===== src/rtl/btb_predictor.sv =====
// btb_predictor: direct-mapped branch target buffer with saturating direction
// counters, zero-latency lookup, registered training and saturating perf counters.
`default_nettype none

module btb_predictor #(
  parameter int XLEN    = 64,
  parameter int ENTRIES = 16,
  parameter int CNT_W   = 2,
  parameter int PERF_W  = 32
) (
  input  logic              clk,
  input  logic              rstn,
  input  logic [XLEN-1:0]   if_pc,
  input  logic              if_valid,
  output logic              pred_hit,
  output logic              pred_taken,
  output logic [XLEN-1:0]   pred_target,
  input  logic              upd_valid,
  input  logic [XLEN-1:0]   upd_pc,
  input  logic              upd_is_jump,
  input  logic              upd_taken,
  input  logic [XLEN-1:0]   upd_target,
  input  logic              upd_mispredict,
  input  logic              flush_all,
  output logic [PERF_W-1:0] perf_hits,
  output logic [PERF_W-1:0] perf_mispred
);

  localparam int IDX_W = $clog2(ENTRIES);
  localparam int TAG_W = XLEN - IDX_W - 2;

  localparam logic [CNT_W-1:0] CNT_MAX = {CNT_W{1'b1}};
  localparam logic [CNT_W-1:0] CNT_WT  = CNT_W'(1 << (CNT_W - 1));
  localparam logic [CNT_W-1:0] CNT_WNT = CNT_W'((1 << (CNT_W - 1)) - 1);

  // Table storage; only valid_q and cnt_q carry a reset value.
  logic [ENTRIES-1:0] valid_q;
  logic [TAG_W-1:0]   tag_q    [ENTRIES];
  logic [XLEN-1:0]    target_q [ENTRIES];
  logic               jump_q   [ENTRIES];
  logic [CNT_W-1:0]   cnt_q    [ENTRIES];

  logic [PERF_W-1:0]  perf_hits_q, perf_hits_d;
  logic [PERF_W-1:0]  perf_mispred_q, perf_mispred_d;

  // ---------------------------------------------------------------- lookup
  logic [IDX_W-1:0] lk_idx;
  logic [TAG_W-1:0] lk_tag;
  logic             lk_hit;
  logic             lk_taken;

  assign lk_idx = if_pc[IDX_W+1:2];
  assign lk_tag = if_pc[XLEN-1:IDX_W+2];

  assign lk_hit   = if_valid && valid_q[lk_idx] && (tag_q[lk_idx] == lk_tag);
  assign lk_taken = lk_hit && (jump_q[lk_idx] || cnt_q[lk_idx][CNT_W-1]);

  assign pred_hit    = lk_hit;
  assign pred_taken  = lk_taken;
  assign pred_target = lk_taken ? target_q[lk_idx] : (if_pc + XLEN'(4));

  // ---------------------------------------------------------------- update
  logic [IDX_W-1:0] up_idx;
  logic [TAG_W-1:0] up_tag;
  logic             up_hit;
  logic             ent_we;
  logic [XLEN-1:0]  ent_target_d;
  logic             ent_jump_d;
  logic [CNT_W-1:0] ent_cnt_d;
  logic             unused_upd_lsb;

  assign up_idx = upd_pc[IDX_W+1:2];
  assign up_tag = upd_pc[XLEN-1:IDX_W+2];
  assign up_hit = valid_q[up_idx] && (tag_q[up_idx] == up_tag);
  assign unused_upd_lsb = ^upd_pc[1:0];

  always_comb begin
    ent_we       = 1'b0;
    ent_target_d = target_q[up_idx];
    ent_jump_d   = jump_q[up_idx];
    ent_cnt_d    = cnt_q[up_idx];
    if (upd_valid) begin
      if (up_hit) begin
        ent_we = 1'b1;
        if (upd_is_jump) begin
          ent_target_d = upd_target;
          ent_cnt_d    = CNT_MAX;
        end else if (upd_taken) begin
          ent_target_d = upd_target;
          ent_cnt_d    = (cnt_q[up_idx] == CNT_MAX) ? CNT_MAX : cnt_q[up_idx] + 1'b1;
        end else begin
          ent_cnt_d    = (cnt_q[up_idx] == '0) ? '0 : cnt_q[up_idx] - 1'b1;
        end
      end else if (upd_taken) begin
        // Allocation replaces whatever currently lives at this index.
        ent_we       = 1'b1;
        ent_target_d = upd_target;
        ent_jump_d   = upd_is_jump;
        ent_cnt_d    = upd_is_jump ? CNT_MAX : CNT_WT;
      end
    end
  end

  // ---------------------------------------------------------------- perf
  always_comb begin
    perf_hits_d    = perf_hits_q;
    perf_mispred_d = perf_mispred_q;
    if (lk_hit && (perf_hits_q != {PERF_W{1'b1}})) begin
      perf_hits_d = perf_hits_q + 1'b1;
    end
    if (upd_valid && upd_mispredict && (perf_mispred_q != {PERF_W{1'b1}})) begin
      perf_mispred_d = perf_mispred_q + 1'b1;
    end
  end

  assign perf_hits    = perf_hits_q;
  assign perf_mispred = perf_mispred_q;

  // ---------------------------------------------------------------- state
  always_ff @(posedge clk) begin
    if (!rstn) begin
      valid_q        <= '0;
      perf_hits_q    <= '0;
      perf_mispred_q <= '0;
      for (int i = 0; i < ENTRIES; i++) begin
        cnt_q[i] <= CNT_WNT;
      end
    end else begin
      perf_hits_q    <= perf_hits_d;
      perf_mispred_q <= perf_mispred_d;
      if (flush_all) begin
        valid_q <= '0;
      end else if (ent_we) begin
        valid_q[up_idx]  <= 1'b1;
        tag_q[up_idx]    <= up_tag;
        target_q[up_idx] <= ent_target_d;
        jump_q[up_idx]   <= ent_jump_d;
        cnt_q[up_idx]    <= ent_cnt_d;
      end
    end
  end

endmodule

`default_nettype wire


===== config.mk =====
export PLATFORM = sky130hd
export DESIGN_NAME = btb_predictor
export DESIGN_NICKNAME = d
export VERILOG_FILES = /design/src/rtl/btb_predictor.sv
export SDC_FILE = /design/constraint.sdc
export NUM_CORES = 2
export LEC_CHECK = 0
export CAP_MARGIN = 20
export CORE_MARGIN = 2
export CORE_UTILIZATION = 60
export DETAILED_ROUTE_END_ITERATION = 7
export PLACE_DENSITY = 0.87
export SETUP_SLACK_MARGIN = 0.4
export SYNTH_ARGS = -nofsm -noshare
export SYNTH_HDL_FRONTEND = slang
export SYNTH_SLANG_ARGS = --single-unit

===== constraint.sdc =====
create_clock -name clk -period 28.2 [get_ports clk]
set_input_delay 5.64 -clock clk [delete_from_list [all_inputs] [get_ports clk]]
set_output_delay 5.64 -clock clk [all_outputs]
set_load 0.03 [all_outputs]

# After elaboration in Yosys (flattened, before gate mapping)
# Memories as Yosys holds them, arrays and structs flattened.
# Cells that the tools add are included.
dict set report op_classes {
  addsub 5
  n_lt_le_gt_ge 3
  n_eq_ne 8
  mux 33
  n_bitwise 2
  n_reduce_logical 13
}
# cell count
set ops {}
lappend ops {{2-to-1 mux 64 bit} 5}
lappend ops {{equality test 58 bit} 2}
lappend ops {{adder 32 x 1 -> 32 bit (second input constant)} 2}
lappend ops {{adder 64 x 3 -> 64 bit (second input constant)} 1}
lappend ops {{!= test 32 bit (second input constant)} 2}
lappend ops {{2-to-1 mux 1 bit} 16}
lappend ops {{2-to-1 mux 2 bit} 8}
lappend ops {{OR 16 bit} 1}
lappend ops {{< comparator 4 x 5 -> 1 bit (second input constant)} 2}
lappend ops {{binary-select mux 1 bit (select 4 bit)} 2}
lappend ops {{logical AND 1 bit} 8}
lappend ops {{demux 1 bit (select 4 bit)} 1}
lappend ops {{greater-or-equal comparator 4 x 1 -> 1 bit (second input constant)} 1}
lappend ops {{2-to-1 mux 4 bit} 1}
lappend ops {{AND reduction 4 bit} 1}
lappend ops {{OR reduction 2 bit} 2}
lappend ops {{!= test 3 bit (second input constant)} 1}
lappend ops {{adder 2 x 1 -> 2 bit (second input constant)} 1}
lappend ops {{equality test 2 bit (second input constant)} 1}
lappend ops {{logical NOT 2 bit} 1}
lappend ops {{!= test 2 bit (second input constant)} 1}
lappend ops {{subtractor 2 x 1 -> 2 bit (second input constant)} 1}
lappend ops {{logical OR 1 bit} 1}
lappend ops {{!= test 1 bit (second input constant)} 1}
lappend ops {{inverter 1 bit} 1}
dict set report totals {
  ff_bits 80
  ramBits 2000
  in_bits 200
  output_inout_bits 130
  elab_cells 71
  memories 4
}
# memory words width rd rd_ports_with_merged_regs wr line
set mem_list {}
lappend mem_list {target_q 16 64 2 0 1 39} ;# logic [XLEN-1:0] target_q [ENTRIES];
lappend mem_list {tag_q 16 58 2 0 1 38} ;# logic [TAG_W-1:0] tag_q [ENTRIES];
lappend mem_list {cnt_q 16 2 2 0 16 41} ;# logic [CNT_W-1:0] cnt_q [ENTRIES];
lappend mem_list {jump_q 16 1 1 0 1 40} ;# logic jump_q [ENTRIES];

# Logic depth before layout (Yosys ltp)
dict set report depth {
  ltp_word 11
  mapped_depth 18
}

# Worst setup path after synthesis
# No wires, ideal clock.
dict set report synth_timing {
  kind {input to output}
  start {input port if_pc[3]}
  end {output port pred_target[55]}
  arrival_time_ns 9.312
  required_time_ns 22.560
  slack_ns 13.248
  cell_stages 16
  cell_sequence {buf_2 > buf_1 > clkbuf_1 > clkbuf_1 > mux4_2 > mux2i_1 > mux2i_1 > xnor2_1 > nand4_1 > nor4_1 > nand4_2 > nor2_1 > buf_4 > buf_2 > nand2_1 > o21ai_0}
}
dict set report synth_between {
  elab_chain_cells 6
}
# item line
set synth_rtl {}
lappend synth_rtl {{start, declared} 13} ;# input logic [XLEN-1:0] if_pc,
lappend synth_rtl {{branches (longest 4 deep; another with memory read (16 x 58 bit))} --}
lappend synth_rtl {{logical AND 1 bit *} 56} ;# assign lk_taken = lk_hit && (jump_q[lk_idx] || cnt_q[lk_idx][CNT_W-1]);
lappend synth_rtl {{via pred_taken} 16} ;# output logic pred_taken,
lappend synth_rtl {{2-to-1 mux 64 bit *} 60} ;# assign pred_target = lk_taken ? target_q[lk_idx] : (if_pc + XLEN'(4));
lappend synth_rtl {{end, declared} 17} ;# output logic [XLEN-1:0] pred_target,
# Mark *: on every way through the listed nets, which the timed path passes. The select of a mux whose other input is x is not followed.

# Worst setup path after layout
dict set report layout_timing {
  start {input port if_pc[3]}
  end {output port pred_target[63]}
}
dict set report layout_between {
  elab_chain_cells 6
}
# item line
set layout_rtl {}
lappend layout_rtl {{branches (longest 5 deep; another with adder 64 x 3 -> 64 bit)} --}
lappend layout_rtl {{2-to-1 mux 64 bit *} 60}
# Every way passes the cells marked *. The select of a mux whose other input is x is not followed.

==> reports/results.ini <==
[critical_path]
start_kind=input pin
max_stage_delay_ns=0.91
crit_chain=buf_8, buf_4, buf_4, mux4_2, mux4_2, xnor2_1, nand4_1, nor4_1, nand4_2, nor2_4, buf_4, nand2_1, o21ai_0, clkdlybuf4s50_1
worst_ep_required_time_ns=22.56
crit_slowest_cell=buf_4
crit_fanout=90
reg2reg_to=target_q[2][12]
cp_common_cell=buf_4
cp.arrival_ns=14.13
timing.rr.start=tag_q[14][26]
critical_path_class=in -> out
critical_path.startpoint=if_pc[3]
crit_path_end_kind=output pin
reg2reg_slack_ns=20.82
ff2ff_path_depth=13

[synthesis]
synth_mux_area_frac=0.286
synthTopCellsByArea=edfxtp_1, mux4_2, mux2i_1
yosys.area_share.xor_xnor=0.0154
syn_inst=5172
synth_compound_area_frac=0.0235
synthAdderAreaFrac=0.000376
synth.yosys.seq_area_share=0.618
synth_top_family_by_area=multiplexers
synth_area_um2=99800
syn_area_per_cell_um2=19.3
yosysWarnings=0
synth_nets=5375
synth_ff_type=edfxtp_1
synth-seq-cells=2080
yosysMostFrequentCell=edfxtp_1
synth-edff-count=2000
ys_types=89
synth_top_area_frac=0.602
async_flop_share=0
synth_common_cells=edfxtp_1, mux4_2, mux2i_1
yosys.area.top_type=edfxtp_1
synthSimpleGateAreaFrac=0.0368

[place]
hpwl_um=178000
place.gp.congestion=0.969
portBuffers=327
place_inst=7429
dpl_cell_area_um2=105000

[sta]
tns_ns=0
drv_slew=0
setup_viol=0
post-route-period-util=0.701
fmax_mhz=50.6
period_needed_ns=19.77
tightest_slew_ns=1.32
hold_viol_final=0
rsz0062_at_grt=no
slew-limit-headroom=0.109
final.setup_skew_ns=0.0444

[routing]
drt-wirelength-per-cell_um=40.2
drtAntennaViolNets=0
first_pass_iters=8
drt-total-wl_um=315000
routed_via_density=7.89
drc_errors=0
drt_iter0_markers=10817
num_vias=61817

[clock_network]
cts_sinks=2080
cts_resized=0
cts_tree=done
h-tree-depth=4
cts-root-buf=clkbuf_16
hold_buffers=0
clk_path_buf_depth=3
path_clk_slew_ns=0.07
cts_buffers=202
cts_setup_buffers=0
clock_latency_ns=0.87

[power_and_ir_drop]
peakVddDrop_uv=67.0
p_leak_nw=35.0
power.total_mw=6.77
p_per_area_nw_per_um2=60.6

[floorplanning]
initial_core_util=0.604
die_y_um=412
ioPinCount=330
coreArea_um2=165000
die_width_um=412
dieArea_um2=170000
num_rows=149

[hold_path]
hold_class=reg -> reg
min_from=valid_q[6]
whs_endpoint=valid_q[6]
hold_depth=2

[run_status]
status=finished, final reports clean

[layout]
nets=5651
fill_cells=9838
final_util=0.676
final_area_um2=112000
fin_cells=7838
areaGrowthSynthToFinish_pct=11.8
drive_gt1_frac=0.287

[grt]
grt_pass1_vias=62168
grt_pass1_wl_um=446000
antenna_found_initial=47
gr-total-overflow=0
grt_max_degree=165
track_usage=0.372

[run]
drv_cap=0

through the flow:
step	hold slack, ns	setup WS (ns)
floorplan	0.432	13.25
global placement	0.447	8.85
detailed placement	0.467	8.79
CTS	0.474	8.69
global route	0.497	8.14
finish	0.480	8.43
layer usage:
metal,global-route usage,routed length (um)
met1,0.459,96200
met2,0.553,143000
met4,0.208,21000
met5,0,298
met3,0.167,54200
flip-flops by register name, summed over array words and instances (netlist names):
name / flops
cnt_q: 32
target_q: 1024
tag_q: 928
jump_q: 16
valid_q: 16
perf_mispred: 32
perf_hits: 32
cells in the final DEF (no fill, tap or decap), types with 42 or more instances in the layout:
cell / n
and2_1: 42
buf_4: 94
clkbuf_1: 55
clkbuf_16: 205
clkdlybuf4s50_1: 318
dfxtp_1: 80
edfxtp_1: 2000
inv_1: 49
mux2_2: 63
mux2i_1: 249
mux4_2: 1106
nand2_1: 203
nand3_1: 64
nand4_1: 54
nor2_1: 80
nor3_1: 51
o21ai_0: 105
xnor2_1: 124
xor2_1: 52
final cells by class:
class                           instances  area (um2)  share of cell area
Tap cell                             2189        2740              0.0245
Timing Repair Buffer                  439        4320              0.0387
Clock inverter                        109        1000             0.00897
Sequential cell                      2080       61700               0.552
Antenna cell                           31        77.6            0.000695
Multi-Input combinational cell       2673       36300               0.325
Inverter                               52         210             0.00188
Clock buffer                          265        5400              0.0483
how the worst max path moves through the flow:
stage,endpoint,cells after the start
6_report,pred_target[63],14
4_1_cts,pred_target[63],14
3_5_place_dp,pred_target[63],13
5_1_grt,pred_target[63],14
3_3_place_gp,pred_target[63],13
2_1_floorplan,pred_target[55],16
worst max-delay path: cells and delay by family:
family	cells	cell delay (ns)
AO/OA/AOI/OAI	1	0.38
multiplexers	2	0.91
XOR/XNOR	1	0.84
AND/OR/NAND/NOR	5	2.23
buffers and inverters	5	3.97
power by group:
group | switching (mW) | leakage, nW | internal, mW | total (mW)
logic | 0.390 | 13.3 | 0.257 | 0.647
clock network | 1.21 | 3.11 | 1.48 | 2.68
registers | 0.00593 | 18.7 | 3.43 | 3.43
cell families (layout without fill, tap and decap cells):
family          after synthesis  in the layout
fa+ha+maj                     3              3
xor+xnor                    176            176
other cells                   0             31
buf+inv                     419            865
mux                        1454           1454
compound gates              341            341
simple gates                699            699
flops                      2080           2080
Note: power is estimated with default switching activity, not from simulation.
